**config.mk**
```make
export PLATFORM = sky130hd
export DESIGN_NAME = j1_ioport_flat
export DESIGN_NICKNAME = d
export VERILOG_FILES = /design/src/rtl/j1_ioport_if.sv /design/src/rtl/j1_ioport.sv /design/src/flat_wrapper.sv
export SDC_FILE = /design/constraint.sdc
export NUM_CORES = 1
export LEC_CHECK = 0
export CAP_MARGIN = 30
export CORE_ASPECT_RATIO = 0.9
export CORE_UTILIZATION = 47
export DETAILED_ROUTE_END_ITERATION = 7
export DONT_BUFFER_PORTS = 1
export GPL_TIMING_DRIVEN = 0
export PLACE_DENSITY = 0.58
export SLEW_MARGIN = 40
export SYNTH_ARGS = -nofsm -noshare
export SYNTH_HDL_FRONTEND = slang
export SYNTH_SLANG_ARGS = --single-unit
```
**constraint.sdc**
```tcl
create_clock -name clk -period 4.4 [get_ports clk]
set_input_delay 0.88 -clock clk [delete_from_list [all_inputs] [get_ports clk]]
set_output_delay 0.88 -clock clk [all_outputs]
set_load 0.03 [all_outputs]
```
**src/rtl/j1_ioport_if.sv**
```systemverilog
// ---------------------------------------------------------------------------
// j1_ioport_if -- CPU I/O bus between the J1 core and j1_ioport.
//
// Signals:
//   io_rd    : one-cycle read strobe (CPU -> port)
//   io_wr    : one-cycle write strobe (CPU -> port)
//   mem_addr : 16-bit I/O register address (CPU -> port)
//   dout     : 16-bit CPU write data (CPU -> port)
//   io_din   : 16-bit registered read data (port -> CPU)
//
// Modports: master = CPU side, slave = I/O port side.
// ---------------------------------------------------------------------------
interface j1_ioport_if;
  logic        io_rd;
  logic        io_wr;
  logic [15:0] mem_addr;
  logic [15:0] dout;
  logic [15:0] io_din;

  modport master (
    output io_rd,
    output io_wr,
    output mem_addr,
    output dout,
    input  io_din
  );

  modport slave (
    input  io_rd,
    input  io_wr,
    input  mem_addr,
    input  dout,
    output io_din
  );
endinterface

```
**src/rtl/j1_ioport.sv**
```systemverilog
// ---------------------------------------------------------------------------
// j1_ioport -- memory-mapped I/O block for the J1 CPU: LED register, input
// pins, and an 8N1 UART with a receive buffer.
//
// Register map (exact 16-bit decode, unmapped reads return 0):
//   0x0001 LEDS      : R/W, low byte drives leds
//   0x0002 PINS      : R,   synchronized pins
//   0x1000 UART_DATA : W starts TX (dropped while busy), R pops RX byte
//   0x2000 UART_STAT : R {frame_err, overrun, rx_valid, tx_busy}; errors
//                      clear on read
//
// Ports:
//   clk      : system clock, rising edge
//   resetq   : asynchronous active-low reset
//   bus      : j1_ioport_if.slave (io_rd, io_wr, mem_addr, dout, io_din)
//   uart_rx  : asynchronous serial input, idle high
//   uart_tx  : serial output, idle high
//   leds     : LED output register
//   pins     : general-purpose inputs (asynchronous)
//
// Parameter CLKS_PER_BIT: clk cycles per UART bit (>= 4).
// Build option: define J1_IOPORT_RXFIFO_EN for a 4-entry RX FIFO; otherwise
// the RX buffer is a single holding register.
// ---------------------------------------------------------------------------
module j1_ioport #(
  parameter int CLKS_PER_BIT = 104
) (
  input  logic       clk,
  input  logic       resetq,
  j1_ioport_if.slave bus,
  input  logic       uart_rx,
  output logic       uart_tx,
  output logic [7:0] leds,
  input  logic [7:0] pins
);

  localparam logic [15:0] ADDR_LEDS = 16'h0001;
  localparam logic [15:0] ADDR_PINS = 16'h0002;
  localparam logic [15:0] ADDR_DATA = 16'h1000;
  localparam logic [15:0] ADDR_STAT = 16'h2000;

  localparam int CW = $clog2(CLKS_PER_BIT);
  localparam logic [CW-1:0] BIT_LAST  = CW'(CLKS_PER_BIT - 1);
  localparam logic [CW-1:0] HALF_LAST = CW'(CLKS_PER_BIT / 2 - 1);

  typedef enum logic [1:0] {TX_IDLE, TX_START, TX_DATA, TX_STOP} tx_state_t;
  typedef enum logic [1:0] {RX_IDLE, RX_START, RX_DATA, RX_STOP} rx_state_t;

  // -------------------------------------------------------------------------
  // Address decode. A simultaneous read and write is treated as a write only:
  // the read has no side effects and io_din keeps its value.
  // -------------------------------------------------------------------------
  logic sel_leds, sel_pins, sel_data, sel_stat;
  logic rd_en, wr_en;
  logic data_rd, stat_rd;

  assign sel_leds = (bus.mem_addr == ADDR_LEDS);
  assign sel_pins = (bus.mem_addr == ADDR_PINS);
  assign sel_data = (bus.mem_addr == ADDR_DATA);
  assign sel_stat = (bus.mem_addr == ADDR_STAT);
  assign wr_en    = bus.io_wr;
  assign rd_en    = bus.io_rd & ~bus.io_wr;
  assign data_rd  = rd_en & sel_data;
  assign stat_rd  = rd_en & sel_stat;

  // Only the low byte of write data is used by any register.
  logic unused_dout_hi;
  assign unused_dout_hi = &{1'b0, bus.dout[15:8]};

  // -------------------------------------------------------------------------
  // LED register
  // -------------------------------------------------------------------------
  logic [7:0] leds_reg;

  always_ff @(posedge clk or negedge resetq) begin
    if (!resetq) begin
      leds_reg <= 8'h00;
    end else if (wr_en && sel_leds) begin
      leds_reg <= bus.dout[7:0];
    end
  end

  assign leds = leds_reg;

  // -------------------------------------------------------------------------
  // Input synchronizers. The RX line idles high, so its flops reset to 1 to
  // avoid a false start bit right after reset.
  // -------------------------------------------------------------------------
  logic [7:0] pins_meta_reg, pins_sync_reg;
  logic       rx_meta_reg, rx_sync_reg, rx_prev_reg;

  always_ff @(posedge clk or negedge resetq) begin
    if (!resetq) begin
      pins_meta_reg <= 8'h00;
      pins_sync_reg <= 8'h00;
      rx_meta_reg   <= 1'b1;
      rx_sync_reg   <= 1'b1;
      rx_prev_reg   <= 1'b1;
    end else begin
      pins_meta_reg <= pins;
      pins_sync_reg <= pins_meta_reg;
      rx_meta_reg   <= uart_rx;
      rx_sync_reg   <= rx_meta_reg;
      rx_prev_reg   <= rx_sync_reg;
    end
  end

  // -------------------------------------------------------------------------
  // UART transmitter. uart_tx and tx_busy are registered and change on the
  // edge that accepts the write.
  // -------------------------------------------------------------------------
  tx_state_t     tx_state_reg;
  logic [CW-1:0] tx_cnt_reg;
  logic [2:0]    tx_bit_reg;
  logic [7:0]    tx_shift_reg;
  logic          uart_tx_reg;
  logic          tx_busy_reg;
  logic          tx_start;

  assign tx_start = wr_en & sel_data & (tx_state_reg == TX_IDLE);

  always_ff @(posedge clk or negedge resetq) begin
    if (!resetq) begin
      tx_state_reg <= TX_IDLE;
      tx_cnt_reg   <= '0;
      tx_bit_reg   <= 3'd0;
      tx_shift_reg <= 8'h00;
      uart_tx_reg  <= 1'b1;
      tx_busy_reg  <= 1'b0;
    end else begin
      case (tx_state_reg)
        TX_IDLE: begin
          if (tx_start) begin
            tx_state_reg <= TX_START;
            tx_cnt_reg   <= '0;
            tx_shift_reg <= bus.dout[7:0];
            uart_tx_reg  <= 1'b0;
            tx_busy_reg  <= 1'b1;
          end
        end
        TX_START: begin
          if (tx_cnt_reg == BIT_LAST) begin
            tx_cnt_reg   <= '0;
            tx_bit_reg   <= 3'd0;
            tx_state_reg <= TX_DATA;
            uart_tx_reg  <= tx_shift_reg[0];
          end else begin
            tx_cnt_reg <= tx_cnt_reg + CW'(1);
          end
        end
        TX_DATA: begin
          if (tx_cnt_reg == BIT_LAST) begin
            tx_cnt_reg <= '0;
            if (tx_bit_reg == 3'd7) begin
              tx_state_reg <= TX_STOP;
              uart_tx_reg  <= 1'b1;
            end else begin
              tx_bit_reg   <= tx_bit_reg + 3'd1;
              tx_shift_reg <= {1'b0, tx_shift_reg[7:1]};
              uart_tx_reg  <= tx_shift_reg[1];
            end
          end else begin
            tx_cnt_reg <= tx_cnt_reg + CW'(1);
          end
        end
        TX_STOP: begin
          if (tx_cnt_reg == BIT_LAST) begin
            tx_cnt_reg   <= '0;
            tx_state_reg <= TX_IDLE;
            tx_busy_reg  <= 1'b0;
          end else begin
            tx_cnt_reg <= tx_cnt_reg + CW'(1);
          end
        end
        default: tx_state_reg <= TX_IDLE;
      endcase
    end
  end

  assign uart_tx = uart_tx_reg;

  // -------------------------------------------------------------------------
  // UART receiver. A falling edge starts a half-bit wait to the start-bit
  // centre; a line that has gone high again by then is a glitch. Data and
  // stop bits are then sampled one bit period apart. rx_done_reg pulses for
  // one cycle with the stop-bit value; the assembled byte stays in
  // rx_shift_reg until the next frame's data bits arrive.
  // -------------------------------------------------------------------------
  rx_state_t     rx_state_reg;
  logic [CW-1:0] rx_cnt_reg;
  logic [2:0]    rx_bit_reg;
  logic [7:0]    rx_shift_reg;
  logic          rx_done_reg;
  logic          rx_stop_ok_reg;

  always_ff @(posedge clk or negedge resetq) begin
    if (!resetq) begin
      rx_state_reg   <= RX_IDLE;
      rx_cnt_reg     <= '0;
      rx_bit_reg     <= 3'd0;
      rx_shift_reg   <= 8'h00;
      rx_done_reg    <= 1'b0;
      rx_stop_ok_reg <= 1'b0;
    end else begin
      rx_done_reg <= 1'b0;
      case (rx_state_reg)
        RX_IDLE: begin
          if (rx_prev_reg && !rx_sync_reg) begin
            rx_state_reg <= RX_START;
            rx_cnt_reg   <= '0;
          end
        end
        RX_START: begin
          if (rx_cnt_reg == HALF_LAST) begin
            rx_cnt_reg <= '0;
            rx_bit_reg <= 3'd0;
            rx_state_reg <= rx_sync_reg ? RX_IDLE : RX_DATA;
          end else begin
            rx_cnt_reg <= rx_cnt_reg + CW'(1);
          end
        end
        RX_DATA: begin
          if (rx_cnt_reg == BIT_LAST) begin
            rx_cnt_reg   <= '0;
            rx_shift_reg <= {rx_sync_reg, rx_shift_reg[7:1]};
            rx_bit_reg   <= rx_bit_reg + 3'd1;
            if (rx_bit_reg == 3'd7) begin
              rx_state_reg <= RX_STOP;
            end
          end else begin
            rx_cnt_reg <= rx_cnt_reg + CW'(1);
          end
        end
        RX_STOP: begin
          if (rx_cnt_reg == BIT_LAST) begin
            rx_cnt_reg     <= '0;
            rx_state_reg   <= RX_IDLE;
            rx_done_reg    <= 1'b1;
            rx_stop_ok_reg <= rx_sync_reg;
          end else begin
            rx_cnt_reg <= rx_cnt_reg + CW'(1);
          end
        end
        default: rx_state_reg <= RX_IDLE;
      endcase
    end
  end

  // -------------------------------------------------------------------------
  // RX buffer. Fullness is judged before any same-cycle pop, so a byte that
  // lands on a full buffer is an overrun even if the CPU is reading it.
  // -------------------------------------------------------------------------
  logic       buf_full, buf_empty;
  logic [7:0] buf_head;
  logic       buf_push, buf_pop;
  logic       rx_valid;

  assign buf_push = rx_done_reg & rx_stop_ok_reg & ~buf_full;
  assign buf_pop  = data_rd & ~buf_empty;
  assign rx_valid = ~buf_empty;

`ifdef J1_IOPORT_RXFIFO_EN
  logic [7:0] fifo_mem [4];
  logic [1:0] wr_ptr_reg, rd_ptr_reg;
  logic [2:0] count_reg;

  always_ff @(posedge clk) begin
    if (buf_push) begin
      fifo_mem[wr_ptr_reg] <= rx_shift_reg;
    end
  end

  always_ff @(posedge clk or negedge resetq) begin
    if (!resetq) begin
      wr_ptr_reg <= 2'd0;
      rd_ptr_reg <= 2'd0;
      count_reg  <= 3'd0;
    end else begin
      if (buf_push) begin
        wr_ptr_reg <= wr_ptr_reg + 2'd1;
      end
      if (buf_pop) begin
        rd_ptr_reg <= rd_ptr_reg + 2'd1;
      end
      case ({buf_push, buf_pop})
        2'b10:   count_reg <= count_reg + 3'd1;
        2'b01:   count_reg <= count_reg - 3'd1;
        default: count_reg <= count_reg;
      endcase
    end
  end

  assign buf_full  = (count_reg == 3'd4);
  assign buf_empty = (count_reg == 3'd0);
  assign buf_head  = fifo_mem[rd_ptr_reg];
`else
  logic [7:0] hold_reg;
  logic       hold_valid_reg;

  // Push requires an empty holder and pop a full one, so they never coincide.
  always_ff @(posedge clk or negedge resetq) begin
    if (!resetq) begin
      hold_reg       <= 8'h00;
      hold_valid_reg <= 1'b0;
    end else if (buf_push) begin
      hold_reg       <= rx_shift_reg;
      hold_valid_reg <= 1'b1;
    end else if (buf_pop) begin
      hold_valid_reg <= 1'b0;
    end
  end

  assign buf_full  = hold_valid_reg;
  assign buf_empty = ~hold_valid_reg;
  assign buf_head  = hold_reg;
`endif

  // -------------------------------------------------------------------------
  // Sticky error flags: cleared by a STAT read, but a new error arriving on
  // the same edge wins.
  // -------------------------------------------------------------------------
  logic overrun_reg, frame_err_reg;
  logic overrun_set, frame_err_set;

  assign overrun_set   = rx_done_reg & rx_stop_ok_reg & buf_full;
  assign frame_err_set = rx_done_reg & ~rx_stop_ok_reg;

  always_ff @(posedge clk or negedge resetq) begin
    if (!resetq) begin
      overrun_reg   <= 1'b0;
      frame_err_reg <= 1'b0;
    end else begin
      if (overrun_set) begin
        overrun_reg <= 1'b1;
      end else if (stat_rd) begin
        overrun_reg <= 1'b0;
      end
      if (frame_err_set) begin
        frame_err_reg <= 1'b1;
      end else if (stat_rd) begin
        frame_err_reg <= 1'b0;
      end
    end
  end

  // -------------------------------------------------------------------------
  // Read-data register: loaded only on a read strobe, held otherwise.
  // -------------------------------------------------------------------------
  logic [15:0] rd_data;
  logic [15:0] io_din_reg;

  always_comb begin
    rd_data = 16'h0000;
    if (sel_leds) begin
      rd_data = {8'h00, leds_reg};
    end else if (sel_pins) begin
      rd_data = {8'h00, pins_sync_reg};
    end else if (sel_data) begin
      rd_data = buf_empty ? 16'h0000 : {8'h00, buf_head};
    end else if (sel_stat) begin
      rd_data = {12'h000, frame_err_reg, overrun_reg, rx_valid, tx_busy_reg};
    end
  end

  always_ff @(posedge clk or negedge resetq) begin
    if (!resetq) begin
      io_din_reg <= 16'h0000;
    end else if (rd_en) begin
      io_din_reg <= rd_data;
    end
  end

  assign bus.io_din = io_din_reg;

endmodule

```
**src/flat_wrapper.sv**
```systemverilog
// flat-port wrapper written by rule: the top's interface ports become plain ports
module j1_ioport_flat 
#(
  parameter int CLKS_PER_BIT = 104
)
  (clk, resetq, uart_rx, uart_tx, leds, pins, bus_io_rd, bus_io_wr, bus_mem_addr, bus_dout, bus_io_din);
  j1_ioport_if bus_i ();
  input  logic clk;
  input  logic resetq;
  input  logic uart_rx;
  output logic uart_tx;
  output logic [7:0] leds;
  input  logic [7:0] pins;
  input wire logic [$bits(bus_i.io_rd)-1:0] bus_io_rd;
  input wire logic [$bits(bus_i.io_wr)-1:0] bus_io_wr;
  input wire logic [$bits(bus_i.mem_addr)-1:0] bus_mem_addr;
  input wire logic [$bits(bus_i.dout)-1:0] bus_dout;
  output wire logic [$bits(bus_i.io_din)-1:0] bus_io_din;
  assign bus_i.io_rd = bus_io_rd;
  assign bus_i.io_wr = bus_io_wr;
  assign bus_i.mem_addr = bus_mem_addr;
  assign bus_i.dout = bus_dout;
  assign bus_io_din = bus_i.io_din;
  j1_ioport #(.CLKS_PER_BIT(CLKS_PER_BIT)) u_core (.clk(clk), .resetq(resetq), .bus(bus_i), .uart_rx(uart_rx), .uart_tx(uart_tx), .leds(leds), .pins(pins));
endmodule
```
==> run metrics, run 1 <==
grt ovf=0; initial antenna violation count=0; Final Hold Fails=0; crit path kind=register to register; Required @ worst endpoint=4.65 ns; commonest non-fill, non-tap cell in the layout=dfrtp_1; Hold Path Class=input pin to asynchronous set/reset pin; commonest non-fill, non-tap cells in the layout=dfrtp_1 (86), mux2_2 (32), nand2_1 (28), nor2_1 (22), ha_1 (15); num rows=32; postcts setup bufs=0; DR pass1 iterations=6; final WL=8.091 mm; Synth Instances=364; Worst Path Max Fanout=10; final total power=0.002287 W; first-pass GRT wire length=13.70 mm; fmax=0.4466 GHz; RSZ-0062 raised after global routing=no; number of global-route vias before repair=2,724; CP startpoint=u_core.tx_state_reg[0]; period utilisation layout=50.89%; worst slew pin tran=0.6647 ns; VDD IR-drop max=209.4 uV; critical path endpoint=u_core.tx_shift_reg[6]; worst r2r dst=u_core.tx_shift_reg[6]; HPWL after DPL=5.854 mm; Total Routing Usage GR=18.78%; die width=103.1 um; DRC errors left=0; worst reg-to-reg setup slack=2.16 ns; Synth cell types=62; Area Overhead vs Synth=8.796%; mapped cell area=0.004324 mm2; die height=93.00 um; Slew headroom=55.22%; depth of the worst register-to-register path=6; post-CTS resize count=0; antenna fix cells=0; Final Util=53.90%; Buffers on Ports=0; Crit path arrival time=2.49 ns; CTS max path bufs=2; Synth warnings=0; CP startpoint kind=register; Seq/Total Area, Yosys=52.20%; antenna viol nets, final=0; number of flops mapped to enable cells by yosys=0; drt wl/cell=15.99 um; pwr/cell area=486.1 mW/mm2; filler instances=783; I/O pin count=70; Initial Util=49.54%; # hold bufs at CTS=0; die area=0.009588 mm2; layout cells sized above 1=21.71%; via count=2,804; Design Area, Final=0.004705 mm2; DP Area=0.004499 mm2; Iter 0 DRT Violations=111; worst r2r src=u_core.tx_state_reg[0]; via/cell ratio=5.542; H-tree Lvls=3; # clock sinks=90; hold slack=0.1978 ns; Worst-Skew Late Latency=0.37 ns; core area=0.008728 mm2; Async SR Flop Fraction=100.0%; Setup TNS=0 ns; flop and latch count out of synthesis=90; Crit. End Element=register; Avg Cell Area, Syn=11.88 um2; max_cap viols=0; final setup violating endpoints=0; CTS Buf Count=9; Pins Over Slew Limit=0; TritonCTS clock tree=built; gpl congestion=0.7724; Max Clock Skew=0.01334 ns; CTS clk-pin slew, worst paths=0.10 ns; NumNets Final=442; share of the synthesized area in the top cell type=49.77%; Final min period=2.239 ns; largest net degree at the start of global routing=91; Top FF cell, synth=dfrtp_1; clock tree root driver cell=clkbuf_8; status=completed; top cell type by total area after synthesis=dfrtp_1; main area contributors after synthesis=dfrtp_1 (50%), mux2_2 (8.3%), ha_1 (4.3%); leakage power=2.139 nW
## per-layer routing
layer	routed length [um]	share of wire, %	vias to the layer above	track usage (%)
met5	0	0	-	0
met4	38	0.47	0	4.460
met3	335	4.1	2	5.605
met2	3788	47	46	28.94
met1	3930	49	1396	26.01
li1	-	-	1360	-
## per-stage QoR
stage / setup WS (ns) / cells
2_1_floorplan: 2.114 / 371
3_3_place_gp: 1.981 / 490
3_5_place_dp: 1.948 / 490
4_1_cts: 2.127 / 506
5_1_grt: 2.014 / 506
6_report: 2.161 / 506
## power by group
| group | internal (W) | switching, W | leakage, nW | total [W] |
|---|---|---|---|---|
| combinational | 0.000324 | 0.000365 | 0.882 | 0.000690 |
| clock | 0.000227 | 0.000333 | 0.103 | 0.000560 |
| sequential | 0.000933 | 0.000104 | 1.15 | 0.00104 |
## worst min-delay path by stage
stage	from	end	slack [ns]	cells after the start
2_1_floorplan	u_core.pins_meta_reg[0]	u_core.pins_sync_reg[0]	0.33	0
3_3_place_gp	u_core.pins_meta_reg[0]	u_core.pins_sync_reg[0]	0.33	0
3_5_place_dp	u_core.pins_meta_reg[6]	u_core.pins_sync_reg[6]	0.34	0
4_1_cts	resetq	u_core.pins_meta_reg[4]	0.18	0
5_1_grt	resetq	u_core.buf_head[3]	0.17	0
6_report	resetq	u_core.leds[1]	0.20	0
## synth_stat cells, types with 2 or more instances
cell      number
o21ai_1        7
o22ai_1        7
a32o_1         3
a211o_1        2
and2_1         2
dfrtp_1       86
a41oi_1        2
inv_1          9
nand4_1        2
nor3b_1        2
o31ai_1        3
and3_1         4
ha_1          15
mux2_2        32
nand3_1       11
nor4_1         3
a22o_1         8
nor2_1        22
a31oi_1        4
nand3b_1       2
a221oi_1       7
a41o_1         2
nor3_1         5
buf_2          2
nand2b_1       5
o21ai_4        2
a21oi_1       11
buf_4          8
nand2_1       28
nor2b_1        6
mux2i_1        2
clkbuf_1       5
nor4b_1        2
a21boi_0       2
mux2_4         8
nor4_4         3
dfstp_2        4
o21ai_0       12
## area by class of cell
cell class	instances	area, um2	area share [%]
multi-input combinational	254	1958	41.62
inverter	10	37.54	0.7979
buffer	17	97.59	2.074
sequential	90	2257	47.98
clock buffer	9	123.9	2.633
tap	119	148.9	3.165
clock inverter	7	81.33	1.729
## worst max-delay path: stages, from the launching register on
cell	delay [ns]
dfrtp_1	0.41
inv_1	0.13
ha_1	0.15
clkbuf_1	0.31
buf_1	0.46
mux2_2	0.40
mux2_4	0.27
## cells by family after synthesis
kind of cell | after synthesis | synth area share (%)
DFF | 90 | 52.20
buffers and inverters | 27 | 3.125
and+or+nand+nor | 107 | 14.58
other | 1 | 0.08672
AOI/OAI and AO/OA | 80 | 13.69
xor gates and xnor gates | 2 | 0.4052
adders and majority gates | 15 | 4.340
muxes | 42 | 11.57
(Power assumes the default switching activity.)
==> run 2: changes to the inputs <==
==> constraint.sdc (replaced) <==
create_clock -name clk -period 2.1 [get_ports clk]
set_input_delay 0.42 -clock clk [delete_from_list [all_inputs] [get_ports clk]]
set_output_delay 0.42 -clock clk [all_outputs]
set_load 0.03 [all_outputs]
==> run 2 against run 1 <==
Against the previous run: die area unchanged; combinational power increased by 120%; sequential cell count unchanged; worst hold slack got worse by 0.46 ns; final cell count increased by 0.40%; maximum frequency increased by 13%; the run now ends with negative hold slack left; critical path depth unchanged; highest routed layer unchanged; largest cell class unchanged; via count increased by 0.53%.
==> run metrics, run 2 (synthesis gave the netlist of run 1 again) <==
Initial Util=49.54% (unchanged); commonest non-fill, non-tap cell in the layout=dfrtp_1; commonest non-fill, non-tap cells in the layout=dfrtp_1 (86), mux2_2 (32), nand2_1 (28), nor2_1 (22), ha_1 (13); final WL=8.212 mm (+1.5%); Area Overhead vs Synth=9.896%; Crit path largest cell delay=0.41 ns (-0.05 ns); I/O pin count=70 (unchanged); antenna fix cells=0 (unchanged); die width=103.1 um (unchanged); period utilisation layout=94.43% (+44 points); via/cell ratio=5.549 (+0.14%); die area=0.009588 mm2 (unchanged); final setup violating endpoints=0 (unchanged); number of global-route vias before repair=2,719 (-0.18%); hold slack=-0.2653 ns (-0.4630 ns); Max Clock Skew=0.01334 ns (-0.0000006000 ns); Crit path arrival time=2.23 ns (-0.26 ns); CP cell instances=ha_2 > nand3_2 > or3_4 > nor3b_4 > o21ai_4 > mux2_4; Final Hold Fails=90 (+90); filler instances=782 (-0.13%); grt ovf=0 (unchanged); worst reg-to-reg setup slack=0.12 ns (-2.04 ns); num rows=32 (unchanged); drt wl/cell=16.17 um (+1.1%); Slew headroom=54.07% (-1.1 points); NumNets Final=444 (+0.45%); layout cells sized above 1=23.91% (+2.2 points); WP buf/inv=0 (-3); CP delay by family, top=simple AND/OR/NAND/NOR gates; Total Routing Usage GR=18.80% (about the same); CTS clk-pin slew, worst paths=0.10 ns (about the same); Setup WS pre-CTS=-0.1483 ns (-2.097 ns); crit path kind=register to register; VDD IR-drop max=410.1 uV (+96%); Required @ worst endpoint=2.35 ns (-2.30 ns); antenna viol nets, final=0 (unchanged); Reg area=0.002257 mm2 (unchanged); HPWL after DPL=5.854 mm (unchanged); pwr/cell area=1028 mW/mm2 (+110%); worst slew pin tran=0.6817 ns (+0.01699 ns); core area=0.008728 mm2 (unchanged); gpl congestion=0.7724 (unchanged); DR pass1 iterations=5 (-1); clock tree root driver cell=clkbuf_8; max_cap viols=0 (unchanged); DRC errors left=0 (unchanged); Final min period=1.983 ns (-0.2560 ns); # clock sinks=90 (unchanged); CTS max path bufs=2 (unchanged); CTS Buf Count=9 (unchanged); Crit. End Element=register; first-pass GRT wire length=13.71 mm (about the same); Buffers on Ports=0 (unchanged); Iter 0 DRT Violations=99 (-11%); CP max stage cell=or3_4; initial antenna violation count=0 (unchanged); die height=93.00 um (unchanged); H-tree Lvls=3 (unchanged); Pins Over Slew Limit=0 (unchanged); DP Area=0.004499 mm2 (unchanged); fmax=0.5043 GHz (+13%); Worst-Skew Late Latency=0.37 ns (about the same); failing checks=negative hold slack; leakage power=2.157 nW (+0.84%); largest net degree at the start of global routing=91 (unchanged); status=finished with violations; Design Area, Final=0.004752 mm2 (+1.0%); Hold Path Class=input pin to asynchronous set/reset pin; footprint of the multi-input gates=0.001982 mm2 (+1.2%); TritonCTS clock tree=built; via count=2,819 (+0.53%); Worst Path Max Fanout=8 (-2); Setup WS post-layout=0.1169 ns (-2.044 ns); CP startpoint kind=register
-- run 2: cell count changes in the layout (fill, tap and decap cells not counted), sizes merged --
cell,previous run,this run
buf,11,15
clkbuf,15,13
-- run 2: layer usage --
layer | GRT usage, % | vias up | part of all wire [%]
met5 | 0 | - | 0
met4 | 4.460 | 0 | 0.84
met3 | 5.605 | 7 | 4.1
met2 | 28.94 | 40 | 47
met1 | 26.05 | 1405 | 48
li1 | - | 1367 | -
-- run 2: area by class of cell --
type	count	share of cell area (%)
Tap cell	119	3.133
Sequential cell	90	47.50
Clock buffer	9	2.607
Timing Repair Buffer	4	0.6319
Inverter	10	0.7899
Clock inverter	7	1.711
Multi-Input combinational cell	254	41.71
Buffer	15	1.922
-- run 2: what timing repair did --
action,4_1_cts,5_1_grt
setup buffers,0,4
pin swaps,0,4
endpoints found under the setup margin,9,22
endpoints found under the hold margin,90,90
gates resized for setup,2,4
-- run 2: final timing paths --
check / depth (start not counted) / endpoint / from
setup / recovery: 6 / u_core.tx_shift_reg[6] / u_core.tx_cnt_reg[0]
hold / removal: 0 / u_core.leds[1] / resetq
setup reg to reg: 6 / u_core.tx_shift_reg[6] / u_core.tx_cnt_reg[0]
hold reg to reg: 0 / u_core.pins_sync_reg[5] / u_core.pins_meta_reg[5]
max in group asynchronous: 0 / u_core.rx_meta_reg / resetq
min in group clk: 0 / u_core.rx_meta_reg / uart_rx
-- run 2: where the power goes --
part           leakage [nW]  internal (W)  total [W]  switching (W)
Sequential             1.15       0.00196    0.00218       0.000224
Clock                 0.103      0.000475    0.00118       0.000703
Combinational         0.900      0.000737    0.00153       0.000791
-- run 2: stage by stage --
step | total power, W | hold slack [ns] | cells | setup TNS, ns | utilization [%]
finish | 0.004886 | -0.2653 | 508 | 0 | 54.44
global route | 0.005209 | -0.2919 | 508 | -0.0004377 | 54.44
CTS | 0.004851 | -0.2818 | 506 | 0 | 53.97
detailed placement | 0.003660 | 0.1262 | 490 | -0.6167 | 51.55
global placement | 0.003634 | 0.1264 | 490 | -0.5304 | 51.55
floorplan | 0.003367 | 0.1244 | 371 | 0 | -
==> run 3: changes to the inputs <==
--- a/config.mk
+++ b/config.mk
@@ -12,6 +12,7 @@
 export DONT_BUFFER_PORTS = 1
 export GPL_TIMING_DRIVEN = 0
 export PLACE_DENSITY = 0.58
+export SETUP_SLACK_MARGIN = 0.2
 export SLEW_MARGIN = 40
 export SYNTH_ARGS = -nofsm -noshare
 export SYNTH_HDL_FRONTEND = slang
==> run 3 against run 2 <==
Against the previous run: the flow still finishes with violations (negative hold slack); worst setup slack better by 0.093 ns; clock power about the same; final area is 2.7% higher; critical path depth decreased by 1; combinational power rose by 6%; sequential share of layout area down 1.2 points; maximum frequency up 4.9%; utilization increased by 1.5 points; via count rose by 0.99%; sequential power hardly changed; critical endpoint unchanged.
==> run metrics, run 3 (synthesis gave the netlist of run 1 again) <==
num rows=32 (unchanged); antenna viol nets, final=0 (unchanged); final setup violating endpoints=0 (unchanged); P_sw=0.001767 W (+2.8%); CTS clk-pin slew, worst paths=0.10 ns (about the same); CP max stage cell=or3_4; I/O pin count=70 (unchanged); worst reg-to-reg setup slack=0.21 ns (+0.09 ns); fmax=0.5290 GHz (+4.9%); Pins Over Slew Limit=0 (unchanged); CP startpoint kind=register; Comb pwr share=32.5% (+1.2 points); status=finished with violations; WP depth=5 (-1); Buffers on Ports=0 (unchanged); VDD IR-drop max=573.1 uV (+40%); Power Internal=0.003216 W (+1.5%); DRC errors left=0 (unchanged); Crit path largest cell delay=0.41 ns (about the same); die width=103.1 um (unchanged); RSZ-0062 raised after global routing=yes; Area Overhead vs Synth=12.91%; max_cap viols=0 (unchanged); clock tree root driver cell=clkbuf_8; Hold Path Class=input pin to asynchronous set/reset pin; commonest non-fill, non-tap cells in the layout=dfrtp_1 (85), mux2_2 (32), nand2_1 (27), nor2_1 (22), buf_4 (22); H-tree Lvls=3 (unchanged); depth of the worst register-to-register path=5 (-1); hold slack=-0.2620 ns (+0.003296 ns); Total Routing Usage GR=19.28% (+0.48 points); Initial Util=49.54% (unchanged); die area=0.009588 mm2 (unchanged); gpl congestion=0.7792 (+0.88%); leakage power=2.217 nW (+2.8%); number of global-route vias before repair=2,822 (+3.8%); Max Clock Skew=0.01322 ns (-0.0001160 ns); largest net degree at the start of global routing=91 (unchanged); Worst-Skew Late Latency=0.36 ns (about the same); Reg area=0.002258 mm2 (about the same); Crit. End Element=register; CTS max path bufs=2 (unchanged); sequential power share=43.8% (-0.8 points); clock group share of total power=23.6% (-0.5 points); first-pass GRT wire length=14.01 mm (+2.2%); failing checks=negative hold slack; via/cell ratio=5.486 (-1.1%); CTS Buf Count=9 (unchanged); initial antenna violation count=0 (unchanged); commonest non-fill, non-tap cell in the layout=dfrtp_1; crit path kind=register to register; Iter 0 DRT Violations=60 (-39%); worst r2r dst=u_core.tx_shift_reg[6]; footprint of the multi-input gates=0.002023 mm2 (+2.1%); HPWL after DPL=5.962 mm (+1.9%); DR pass1 iterations=4 (-1); Crit path arrival time=2.14 ns (-0.09 ns); CP startpoint=u_core.tx_cnt_reg[4]; antenna fix cells=0 (unchanged); critical path endpoint=u_core.tx_shift_reg[6]; period utilisation layout=90.01% (-4.4 points); via count=2,847 (+0.99%); Required @ worst endpoint=2.35 ns (about the same); CP cell instances=or2b_1 > or3_4 > nor3b_4 > o21ai_4 > mux2_4; final WL=8.485 mm (+3.3%); core area=0.008728 mm2 (unchanged); Worst Path Max Fanout=8 (unchanged); NumNets Final=455 (+2.5%); Final min period=1.890 ns (-0.09285 ns); Setup TNS=0 ns (unchanged); TritonCTS clock tree=built; CP delay by family, top=simple AND/OR/NAND/NOR gates; worst r2r src=u_core.tx_cnt_reg[4]; # clock sinks=90 (unchanged); drt wl/cell=16.35 um (+1.1%); WP buf/inv=0 (unchanged); pwr/cell area=1021 mW/mm2 (-0.72%); filler instances=786 (+0.51%); grt ovf=0 (unchanged); final total power=0.004983 W (+2.0%); switching part of the total=35.46% (+0.29 points); die height=93.00 um (unchanged); Final Hold Fails=90 (unchanged); layout cells sized above 1=27.25% (+3.3 points)
-- run 3: stage by stage --
step	std cells	hold WS [ns]	setup slack, ns	instance area, um2	util (%)
after floorplan	371	0.1244	0.2102	4352	-
after global placement	490	0.1260	-0.02605	4501	51.56
after detailed placement	490	0.1265	-0.04251	4501	51.56
after CTS	512	-0.2845	0.2004	4805	55.05
after global routing	519	-0.3001	0.1480	4882	55.93
final	519	-0.2620	0.2097	4882	55.93
-- run 3: worst min path at each step --
stage / cells after the start / slack [ns] / endpoint / start
finish: 0 / -0.26 / u_core.leds[4] / resetq
global route: 0 / -0.30 / u_core.pins_sync_reg[6] / resetq
CTS: 0 / -0.28 / u_core.leds[4] / resetq
detailed placement: 0 / 0.13 / u_core.leds[4] / resetq
global placement: 0 / 0.13 / u_core.leds[4] / resetq
floorplan: 0 / 0.12 / asynchronous set/reset pin / resetq
-- run 3: power by group through the flow --
| stage | registers (W) | logic (W) | clock network, W |
|---|---|---|---|
| after detailed placement | 0.00220 | 0.00148 | 0 |
| after CTS | 0.00218 | 0.00159 | 0.00123 |
| after floorplan | 0.00215 | 0.00121 | 0 |
| after global placement | 0.00220 | 0.00144 | 0 |
| after global routing | 0.00221 | 0.00180 | 0.00130 |
| final | 0.00218 | 0.00162 | 0.00118 |
-- run 3: per-layer routing --
layer	routed length [um]	vias up	GRT usage, %	part of all wire, %
met5	0	-	0	0
met4	93	0	4.577	1.1
met3	351	10	6.203	4.1
met2	4060	46	30.83	48
met1	3980	1405	25.42	47
li1	-	1386	-	-
-- run 3: what timing repair did --
action,in CTS,in global routing
endpoints found under the setup margin,27,25
buffers inserted,6,7
endpoints found under the hold margin,90,90
pin swaps,7,6
resized for setup,12,11
gates cloned,0,0
-- run 3: layout make-up --
type                       instances  share of cell area (%)
timing repair buffer              13                   1.999
clock inverter                     7                   1.666
tap                              119                   3.050
clock buffer                       9                   2.537
sequential                        90                   46.26
multi-input combinational        254                   41.44
inverter                          10                  0.7688
buffer                            17                   2.281
==> patch: new RTL, flow settings as in run 3 <==
The 4 states of `rx_state_t` get a one-hot encoding in 4 bits.
--- a/src/rtl/j1_ioport.sv
+++ b/src/rtl/j1_ioport.sv
@@ -46,3 +46,3 @@
   typedef enum logic [1:0] {TX_IDLE, TX_START, TX_DATA, TX_STOP} tx_state_t;
-  typedef enum logic [1:0] {RX_IDLE, RX_START, RX_DATA, RX_STOP} rx_state_t;
+  typedef enum logic [3:0] {RX_IDLE = 4'b0001, RX_START = 4'b0010, RX_DATA = 4'b0100, RX_STOP = 4'b1000} rx_state_t;
 
Check against the original RTL: no difference found for any inputs over 10 cycles, from zero or initial values and one cycle with resetq low; not proved beyond that.
==> patch against run 3 <==
- the flow still finishes with violations (hold timing)
- final cell count is 4.6% higher
- setup slack got worse by 13 ps
- sequential cell count is 2 higher
- critical endpoint is now u_core.rx_cnt_reg[4]
- critical path depth increased by 2
- non-clock buffer count rose by 22
- design area increased by 7.2%
- clock power grew 4%
- largest power group unchanged
- first-iteration DRC count grew 98%
- wire length rose by 6.8%
- critical path type unchanged
- die area about the same
- synthesized area about the same
- total power is 2.7% lower
==> patch: results (changes against run 3) <==
outcome complete, but fails checks; violated checks hold timing; number of nets in the layout 475 (+4.4%); CP max stage cell or4b_4; top cells by count, synth dfrtp_1 (87), mux2_2 (43), nand2_1 (28); overall routed net length 9060 um (+6.8%); Placer Congestion 0.8468 (+8.7%); dpl cell area 0.004534 mm^2 (+0.75%); Synth Area in Compound Gates 0.1190 (-0.01784); via count 2,987 (+4.9%); data arrival time of the critical path 2180 ps (+40 ps); critical path's top delay family simple AND/OR/NAND/NOR gates; hold_ws -253.7 ps (+8.324 ps); DRT iter0 DRCs 119 (+98%); global-route wire length before repair 14,010 um (about the same); Syn Inst Count 371 (+1.9%); Hold Fails Final Rpt 92 (+2.2%); comb pwr 1420 uW (-12%); Setup Skew 19.67 ps (+6.447 ps); vias per cell 5.501 (+0.28%); Area contributors post-synth dfrtp_1 (50%), mux2_2 (11%), ha_1 (3.2%), dfstp_2 (3.0%), nand2_1 (2.4%); pin count of the biggest net entering global routing 93 (+2.2%); HPWL after DPL 6086 um (+2.1%); GRT Total Usage 0.1941 (+0.001226); Logic pwr share 0.292 (-0.033); worst reg-to-reg path cell count 7 (+2); Peak Freq 525.5 MHz (-0.67%); mux cell area share after synthesis 0.1144 (-0.001347); reg2reg start u_core.rx_state_reg[2]; distinct cell type count after synthesis 56 (-9.7%); Net Sw Frac 0.3213 (-0.03328); Critical Path Max Stage Delay 510 ps (+100 ps); Adder-Cell Fraction of Synth Area 0.03186 (-0.01155); post-cts resize count 28 (+16); VDD IR max 0.4514 mV (-21%); register area share after synthesis 0.5343 (+0.01233); Static Leak 0.002326 uW (+4.9%); postcts setup bufs 14 (+8); share of layout cells above drive strength 1 0.3656 (+0.09307); vias in the first global route 2,744 (-2.8%); Cells after DPL 497 (+1.4%); Synth Area in XOR/XNOR 0.006082 (+0.002031)
-- patch: cell count changes in the layout (fill, tap and decap cells not counted), moves of 3 or more --
cell / before / now
buf_4: 22 / 36
buf_6: 1 / 9
o21ai_0: 11 / 19
o21ai_1: 8 / 0
ha_1: 13 / 7
inv_1: 9 / 5
nor3_1: 4 / 8
a21oi_1: 10 / 7
nor2_2: 0 / 3
nor2b_1: 6 / 3
nor4_2: 0 / 3
-- patch: final cells by class --
type | instances | area (um^2)
clock inverter | 7 | 80.08
multi-input combinational | 259 | 2125
tap | 119 | 148.9
inverter | 5 | 18.77
timing repair buffer | 30 | 249.0
buffer | 22 | 173.9
clock buffer | 9 | 123.9
sequential | 92 | 2312
fill | 737 | 3497
-- patch: layer usage --
metal / global-route usage / wire length (um)
met5: 0 / 0
met2: 0.2883 / 4309
met3: 0.04830 / 352
met4: 0.05634 / 90
met1: 0.2801 / 4308
